### src/rtl/hiscore_ram_arbiter_if.sv
// Bus bundle between the CPU, the work-RAM and the hiscore/autosave engines.
// The slave modport is the arbiter's view of this bundle.
interface hiscore_ram_arbiter_if #(
   parameter int unsigned AW = 10
) ();
   logic [AW-1:0] cpu_addr;
   logic [7:0]    cpu_wdata;
   logic          cpu_we;
   logic          cpu_pause;
   logic          cpu_halted;

   logic          hs_req;
   logic [AW-1:0] hs_addr;
   logic [7:0]    hs_wdata;
   logic          hs_we;
   logic          hs_gnt;
   logic          hs_rvalid;

   logic          sv_req;
   logic [AW-1:0] sv_addr;
   logic [7:0]    sv_wdata;
   logic          sv_we;
   logic          sv_gnt;
   logic          sv_rvalid;

   logic [AW-1:0] ram_addr;
   logic [7:0]    ram_wdata;
   logic          ram_we;
   logic [7:0]    ram_rdata;

   logic          busy;

   modport slave (
      input  cpu_addr, cpu_wdata, cpu_we, cpu_halted,
      input  hs_req, hs_addr, hs_wdata, hs_we,
      input  sv_req, sv_addr, sv_wdata, sv_we,
      input  ram_rdata,
      output cpu_pause, hs_gnt, hs_rvalid, sv_gnt, sv_rvalid,
      output ram_addr, ram_wdata, ram_we, busy
   );

   modport master (
      output cpu_addr, cpu_wdata, cpu_we, cpu_halted,
      output hs_req, hs_addr, hs_wdata, hs_we,
      output sv_req, sv_addr, sv_wdata, sv_we,
      output ram_rdata,
      input  cpu_pause, hs_gnt, hs_rvalid, sv_gnt, sv_rvalid,
      input  ram_addr, ram_wdata, ram_we, busy
   );
endinterface

### src/rtl/hiscore_ram_arbiter.sv
// Work-RAM port arbiter: pauses the CPU, then grants the RAM round-robin to the
// hiscore and NVRAM/autosave engines before handing the port back to the CPU.
module hiscore_ram_arbiter #(
   parameter int unsigned AW     = 10,
   parameter int unsigned SETTLE = 3
) (
   input logic                  clk,
   input logic                  reset_n,
   hiscore_ram_arbiter_if.slave bus
);

   localparam logic [3:0] SettleLast = 4'(SETTLE - 1);

   typedef enum logic [2:0] {
      StIdle, StHaltWait, StSettle, StGrant, StSwitch, StRelease
   } state_e;

   state_e        state_q, state_d;
   logic [3:0]    cnt_q, cnt_d;
   logic          last_sv_q, last_sv_d;
   logic [AW-1:0] addr_q;
   logic [7:0]    wdata_q;
   logic          hs_rvalid_q, sv_rvalid_q;

   logic          any_req, pick_sv, owner_req, other_req;
   logic [AW-1:0] mux_addr;
   logic [7:0]    mux_wdata;
   logic          mux_we;

   assign any_req   = bus.hs_req | bus.sv_req;
   // sv wins when it is the only requester, or when hs had the previous turn
   assign pick_sv   = bus.sv_req & (~bus.hs_req | ~last_sv_q);
   assign owner_req = last_sv_q ? bus.sv_req : bus.hs_req;
   assign other_req = last_sv_q ? bus.hs_req : bus.sv_req;

   always_comb begin
      state_d   = state_q;
      cnt_d     = cnt_q;
      last_sv_d = last_sv_q;
      unique case (state_q)
         StIdle: begin
            if (any_req) state_d = StHaltWait;
         end
         StHaltWait: begin
            if (!any_req) begin
               state_d = StRelease;
            end else if (bus.cpu_halted) begin
               state_d = StSettle;
               cnt_d   = 4'd0;
            end
         end
         StSettle: begin
            if (!any_req) begin
               state_d = StRelease;
            end else if (cnt_q == SettleLast) begin
               state_d   = StGrant;
               last_sv_d = pick_sv;
            end else begin
               cnt_d = cnt_q + 4'd1;
            end
         end
         StGrant: begin
            if (!owner_req) state_d = other_req ? StSwitch : StRelease;
         end
         StSwitch: begin
            if (any_req) begin
               state_d   = StGrant;
               last_sv_d = pick_sv;
            end else begin
               state_d = StRelease;
            end
         end
         StRelease: state_d = StIdle;
         default:   state_d = StIdle;
      endcase
   end

   // Outside IDLE and GRANT the address/data are parked and writes are blocked.
   always_comb begin
      mux_addr  = addr_q;
      mux_wdata = wdata_q;
      mux_we    = 1'b0;
      case (state_q)
         StIdle: begin
            mux_addr  = bus.cpu_addr;
            mux_wdata = bus.cpu_wdata;
            mux_we    = bus.cpu_we;
         end
         StGrant: begin
            if (last_sv_q) begin
               mux_addr  = bus.sv_addr;
               mux_wdata = bus.sv_wdata;
               mux_we    = bus.sv_we;
            end else begin
               mux_addr  = bus.hs_addr;
               mux_wdata = bus.hs_wdata;
               mux_we    = bus.hs_we;
            end
         end
         default: ;
      endcase
   end

   always_ff @(posedge clk) begin
      if (!reset_n) begin
         state_q     <= StIdle;
         cnt_q       <= 4'd0;
         last_sv_q   <= 1'b1;
         addr_q      <= '0;
         wdata_q     <= 8'h00;
         hs_rvalid_q <= 1'b0;
         sv_rvalid_q <= 1'b0;
      end else begin
         state_q     <= state_d;
         cnt_q       <= cnt_d;
         last_sv_q   <= last_sv_d;
         addr_q      <= mux_addr;
         wdata_q     <= mux_wdata;
         hs_rvalid_q <= (state_q == StGrant) & ~last_sv_q & ~bus.hs_we;
         sv_rvalid_q <= (state_q == StGrant) & last_sv_q & ~bus.sv_we;
      end
   end

   assign bus.ram_addr  = mux_addr;
   assign bus.ram_wdata = mux_wdata;
   assign bus.ram_we    = mux_we;

   // Pause stays up through RELEASE so the CPU resumes only once the mux is back.
   assign bus.cpu_pause = (state_q != StIdle);
   assign bus.busy      = (state_q != StIdle);
   assign bus.hs_gnt    = (state_q == StGrant) & ~last_sv_q;
   assign bus.sv_gnt    = (state_q == StGrant) & last_sv_q;
   assign bus.hs_rvalid = hs_rvalid_q;
   assign bus.sv_rvalid = sv_rvalid_q;

endmodule

### src/flat_wrapper.sv
// flat-port wrapper written by rule: the top's interface ports become plain ports
module hiscore_ram_arbiter_flat 
#(
   parameter int unsigned AW     = 10,
   parameter int unsigned SETTLE = 3
)
  (clk, reset_n, bus_cpu_addr, bus_cpu_wdata, bus_cpu_we, bus_cpu_halted, bus_hs_req, bus_hs_addr, bus_hs_wdata, bus_hs_we, bus_sv_req, bus_sv_addr, bus_sv_wdata, bus_sv_we, bus_ram_rdata, bus_cpu_pause, bus_hs_gnt, bus_hs_rvalid, bus_sv_gnt, bus_sv_rvalid, bus_ram_addr, bus_ram_wdata, bus_ram_we, bus_busy);
  hiscore_ram_arbiter_if #(.AW(AW)) bus_i ();
  input logic clk;
  input logic reset_n;
  input wire logic [$bits(bus_i.cpu_addr)-1:0] bus_cpu_addr;
  input wire logic [$bits(bus_i.cpu_wdata)-1:0] bus_cpu_wdata;
  input wire logic [$bits(bus_i.cpu_we)-1:0] bus_cpu_we;
  input wire logic [$bits(bus_i.cpu_halted)-1:0] bus_cpu_halted;
  input wire logic [$bits(bus_i.hs_req)-1:0] bus_hs_req;
  input wire logic [$bits(bus_i.hs_addr)-1:0] bus_hs_addr;
  input wire logic [$bits(bus_i.hs_wdata)-1:0] bus_hs_wdata;
  input wire logic [$bits(bus_i.hs_we)-1:0] bus_hs_we;
  input wire logic [$bits(bus_i.sv_req)-1:0] bus_sv_req;
  input wire logic [$bits(bus_i.sv_addr)-1:0] bus_sv_addr;
  input wire logic [$bits(bus_i.sv_wdata)-1:0] bus_sv_wdata;
  input wire logic [$bits(bus_i.sv_we)-1:0] bus_sv_we;
  input wire logic [$bits(bus_i.ram_rdata)-1:0] bus_ram_rdata;
  output wire logic [$bits(bus_i.cpu_pause)-1:0] bus_cpu_pause;
  output wire logic [$bits(bus_i.hs_gnt)-1:0] bus_hs_gnt;
  output wire logic [$bits(bus_i.hs_rvalid)-1:0] bus_hs_rvalid;
  output wire logic [$bits(bus_i.sv_gnt)-1:0] bus_sv_gnt;
  output wire logic [$bits(bus_i.sv_rvalid)-1:0] bus_sv_rvalid;
  output wire logic [$bits(bus_i.ram_addr)-1:0] bus_ram_addr;
  output wire logic [$bits(bus_i.ram_wdata)-1:0] bus_ram_wdata;
  output wire logic [$bits(bus_i.ram_we)-1:0] bus_ram_we;
  output wire logic [$bits(bus_i.busy)-1:0] bus_busy;
  assign bus_i.cpu_addr = bus_cpu_addr;
  assign bus_i.cpu_wdata = bus_cpu_wdata;
  assign bus_i.cpu_we = bus_cpu_we;
  assign bus_i.cpu_halted = bus_cpu_halted;
  assign bus_i.hs_req = bus_hs_req;
  assign bus_i.hs_addr = bus_hs_addr;
  assign bus_i.hs_wdata = bus_hs_wdata;
  assign bus_i.hs_we = bus_hs_we;
  assign bus_i.sv_req = bus_sv_req;
  assign bus_i.sv_addr = bus_sv_addr;
  assign bus_i.sv_wdata = bus_sv_wdata;
  assign bus_i.sv_we = bus_sv_we;
  assign bus_i.ram_rdata = bus_ram_rdata;
  assign bus_cpu_pause = bus_i.cpu_pause;
  assign bus_hs_gnt = bus_i.hs_gnt;
  assign bus_hs_rvalid = bus_i.hs_rvalid;
  assign bus_sv_gnt = bus_i.sv_gnt;
  assign bus_sv_rvalid = bus_i.sv_rvalid;
  assign bus_ram_addr = bus_i.ram_addr;
  assign bus_ram_wdata = bus_i.ram_wdata;
  assign bus_ram_we = bus_i.ram_we;
  assign bus_busy = bus_i.busy;
  hiscore_ram_arbiter #(.AW(AW), .SETTLE(SETTLE)) u_core (.clk(clk), .reset_n(reset_n), .bus(bus_i));
endmodule
### config.mk
export PLATFORM = sky130hd
export DESIGN_NAME = hiscore_ram_arbiter_flat
export DESIGN_NICKNAME = d
export VERILOG_FILES = /design/src/rtl/hiscore_ram_arbiter_if.sv /design/src/rtl/hiscore_ram_arbiter.sv /design/src/flat_wrapper.sv
export SDC_FILE = /design/constraint.sdc
export NUM_CORES = 1
export LEC_CHECK = 0
export BUFFER_PORTS_ARGS = -buffer_cell sky130_fd_sc_hd__buf_4
export CORE_MARGIN = 1.5
export CORE_UTILIZATION = 25
export CTS_CLUSTER_DIAMETER = 150
export DETAILED_ROUTE_END_ITERATION = 16
export PLACE_DENSITY = 0.55
export SLEW_MARGIN = 20
export SYNTH_ARGS = -nofsm -noshare
export SYNTH_HDL_FRONTEND = slang
export SYNTH_SLANG_ARGS = --single-unit
### constraint.sdc
create_clock -name clk -period 4.2 [get_ports clk]
set_input_delay 0.42 -clock clk [delete_from_list [all_inputs] [get_ports clk]]
set_output_delay 0.42 -clock clk [all_outputs]
set_load 0.02 [all_outputs]
==> reports/summary.log <==
qor: run_status.outcome finished clean
qor: finish.stdcell_count 399
qor: clocking.cts_made_buffers 3
qor: drt.postRouteAntennaNets 0
qor: place.placement.io_buffers 86
qor: grt.grt_antenna_before_repair 0
qor: critical_path.endpoint_kind output pin
qor: critical_path.crit_path_top_delay_cell dfxtp_1
qor: drt.wl 5800 um
qor: finish.num_antenna_cells 0
qor: synthesis.synth_register_bits 28
qor: grt.grtUsageTotal 14.1%
qor: sta.layout_min_cycle_time 3120 ps
qor: worst_hold_path.hold_class input pin to flip-flop
qor: synthesis.number_of_cells_produced_by_synthesis 230
qor: critical_path.crit_arrival 2700 ps
qor: critical_path.setup.reg_to_reg.worst_slack 1860 ps
qor: sta.worstMarginPinSlew 992 ps
qor: pwr.power_per_cell_area 387 nW/um^2
qor: grt.first_pass_grt_wire_length 9490 um
qor: sta.min_period_over_period 74.2%
qor: synthesis.netlist_area 1910 um^2
qor: grt.number_of_global_route_vias_before_repair 1969
qor: sta.setup_ws 1080 ps
qor: floorplan.area_of_the_die 8190 um^2
qor: critical_path.worst_ep_required_time 3780 ps
qor: sta.report.final.slew_viol_count 0
qor: place.globalplace.congestion 0.741
qor: critical_path.kind_of_start_point_of_the_critical_path flip-flop
qor: drt.drt_drc_violations_left 0
qor: critical_path.cpMostUsedCell buf_4
qor: critical_path.critical_path.max_stage_delay 920 ps
qor: synthesis.synth.net_count 302
qor: drt.initialDrtViolationCount 81
qor: synthesis.sequential_share_of_the_synthesized_area 29.3%
qor: drt.num_vias 1963
qor: pwr.static-leakage-power 1.19 nW
qor: sta.fmaxAchievable 321 MHz
qor: floorplan.fp.dieW 90.5 um
qor: synthesis.synth_edf_count 0
qor: drt.drt-vias-per-instance 4.92
qor: place.placed_cells 395
qor: finish.area.sequential 561 um^2
qor: clocking.clockBufferDepth 2
qor: clocking.depth_of_the_cts_h_tree 1
qor: clocking.path_clk_slew 100 ps
qor: place.dpl_worst_slack 1390 ps
qor: finish.fillerInstances 785
qor: clocking.ctsHoldBuffers 0
qor: sta.final_hold_viol_count 0
qor: critical_path.critical_path.cell_chain nand2_2, nor3_1, buf_4, a211o_1, o21a_1, buf_4
qor: critical_path.crit_fanout 26
qor: run.maxCapViolCount 0
qor: clocking.cts.repair_timing.setup_buffer_count 0
qor: floorplan.floorplan.core_area 7330 um^2
qor: synthesis.yosys_warnings 0
qor: synthesis.post_synth_num_cell_types 50
qor: floorplan.floorplan.initialDensity 26.1%
qor: finish.final_layout_size_suffix_gt1_share 33.7%
qor: floorplan.ioPinCount 95
qor: place.dp.final_hpwl 4050 um
qor: synthesis.post_synth.cell_area_avg 8.32 um^2
qor: drt.routedWlPerCell 14.5 um
qor: grt.grt-ovfl-total 0
qor: clocking.clk-insertion-delay-late 280 ps
qor: finish.multi_input_comb_area 1190 um^2
qor: critical_path.critPathKind flip-flop to output pin
qor: pwr.peakVddDrop 139 uV
qor: sta.finalClockSkew 8.16 ps
qor: drt.drt_pre_antenna_iters 4
qor: finish.fin_nets 373
qor: sta.grt_setup_unrepaired false
qor: sta.fin_tns_setup 0 ps
qor: clocking.cts.root.buffer_cell clkbuf_8
qor: synthesis.synth_ff_type dfxtp_1
qor: finish.layout-area-overhead-vs-synth 37.3%
qor: synthesis.async_flop_share 0%
qor: clocking.cts.repair.resized 0
qor: floorplan.floorplan.rows 31
qor: clocking.cts.sinks 28
qor: sta.finalSetupViolations 0
qor: grt.grt_max_degree 29
qor: clocking.cts_tree done
qor: floorplan.die_y 90.5 um
qor: sta.worst_slew_margin_rel 33.8%
cells in the mapped netlist, drive strengths merged (2+ instances only):
cell     count  area share, %
or2          3           0.98
and2         5            1.6
a2bb2oi     10            4.6
a21oi       20            5.8
a221oi       4            1.8
nor3b        4            1.8
nand2       16            3.3
ha           2            1.3
and3         2           0.65
and4b        2            1.0
o21ai       17            4.4
nor2        12            2.4
mux2i        3            1.6
a211o        9            4.1
mux2         2            1.2
nor2b        7            2.3
buf         17            5.8
clkbuf       6            1.2
nand2b       5            1.6
a22oi        5            2.0
o21a         8            3.1
o311a        4            2.1
inv          7            1.4
nor3         4            1.3
dfxtp       28             29
o211a        8            4.2
o22ai        6            2.0
per-stage QoR:
stage / utilization [%] / power [W] / area (um^2) / hold slack (ps)
after floorplan: - / 0.000676 / 1910 / 443
after global placement: 35.1 / 0.000847 / 2570 / 469
after detailed placement: 35.1 / 0.000851 / 2570 / 478
after CTS: 35.8 / 0.00103 / 2630 / 291
after global routing: 35.8 / 0.00109 / 2630 / 294
final: 35.8 / 0.00102 / 2630 / 303
report_power, final:
group | leakage, nW | internal (W) | total, W | switching [W]
combinational | 0.931 | 0.000238 | 0.000486 | 0.000248
sequential | 0.231 | 0.000306 | 0.000356 | 0.0000498
clock | 0.0288 | 0.0000841 | 0.000174 | 0.0000899
total | 1.19 | 0.000628 | 0.00102 | 0.000388
layout by cell type (no fill, tap or decap), drive strengths merged, types with 2 or more instances in the layout:
cell type and instances:
nor2 12, a221oi 4, or2 3, a22oi 5
ha 2, and4b 2, and2 5, mux2 2
mux2i 3, o22ai 6, dfxtp 28, nor3 4
o311a 4, o211a 8, a2bb2oi 10, nor2b 7
buf 89, clkbuf 4, a21oi 20, o21ai 17
and3 2, nand2b 5, a211o 9, inv 7
o21a 8, nand2 16, nor3b 4
worst paths after layout:
kind                                                startpoint  depth (start not counted)                         endpoint
worst max-delay path            u_core.state_q[1]$_SDFFE_PN0P_                          6                 bus_ram_wdata[1]
worst max register to register  u_core.state_q[1]$_SDFFE_PN0P_                          5     u_core.wdata_q[1]$_SDFF_PN0_
worst min-delay path                                 bus_sv_we                          2  u_core.bus.sv_rvalid$_SDFF_PN0_
worst min register to register    u_core.cnt_q[3]$_SDFFE_PN0P_                          2     u_core.cnt_q[3]$_SDFFE_PN0P_
flip-flops by register name, indices dropped and copies added, names as in the netlist:
signal / cells
u_core.bus.sv_rvalid: 1
u_core.cnt_q: 4
u_core.addr_q: 10
u_core.bus.hs_rvalid: 1
u_core.wdata_q: 8
u_core.last_sv_q: 1
u_core.state_q: 3
cell families (layout without fill, tap and decap cells):
group                      after synthesis  count (layout)  share of synthesized area [%]
and+or+nand+nor                         65              65                           19.3
adders and majority gates                3               3                           1.83
AOI/OAI and AO/OA                       98              98                           38.0
DFF                                     28              28                           29.3
muxes                                    5               5                           2.75
buffers and inverters                   30             100                           8.37
xor gates and xnor gates                 1               1                          0.458
worst max-delay path, delay by kind of cell (launching register included):
kind	cells	cell delay (ps)
AO/OA/AOI/OAI	2	300
buffers and inverters	2	400
AND/OR/NAND/NOR	2	800
flip-flops	1	920
routing by layer:
layer | GRT usage, % | vias to the layer above | routed length [um]
li1 | - | 995 | -
met1 | 18.4 | 899 | 2770
met2 | 22.9 | 67 | 2560
met3 | 3.37 | 2 | 415
met4 | 3.97 | 0 | 49
met5 | 0 | - | 0
area by class of cell:
cell class	count	share of cell area, %
clock buffer	4	2.10
timing repair buffer	89	25.4
sequential	28	21.3
tap	99	4.71
multi-input combinational	172	45.4
inverter	7	1.00
Note: power is estimated with default switching activity, not from simulation.
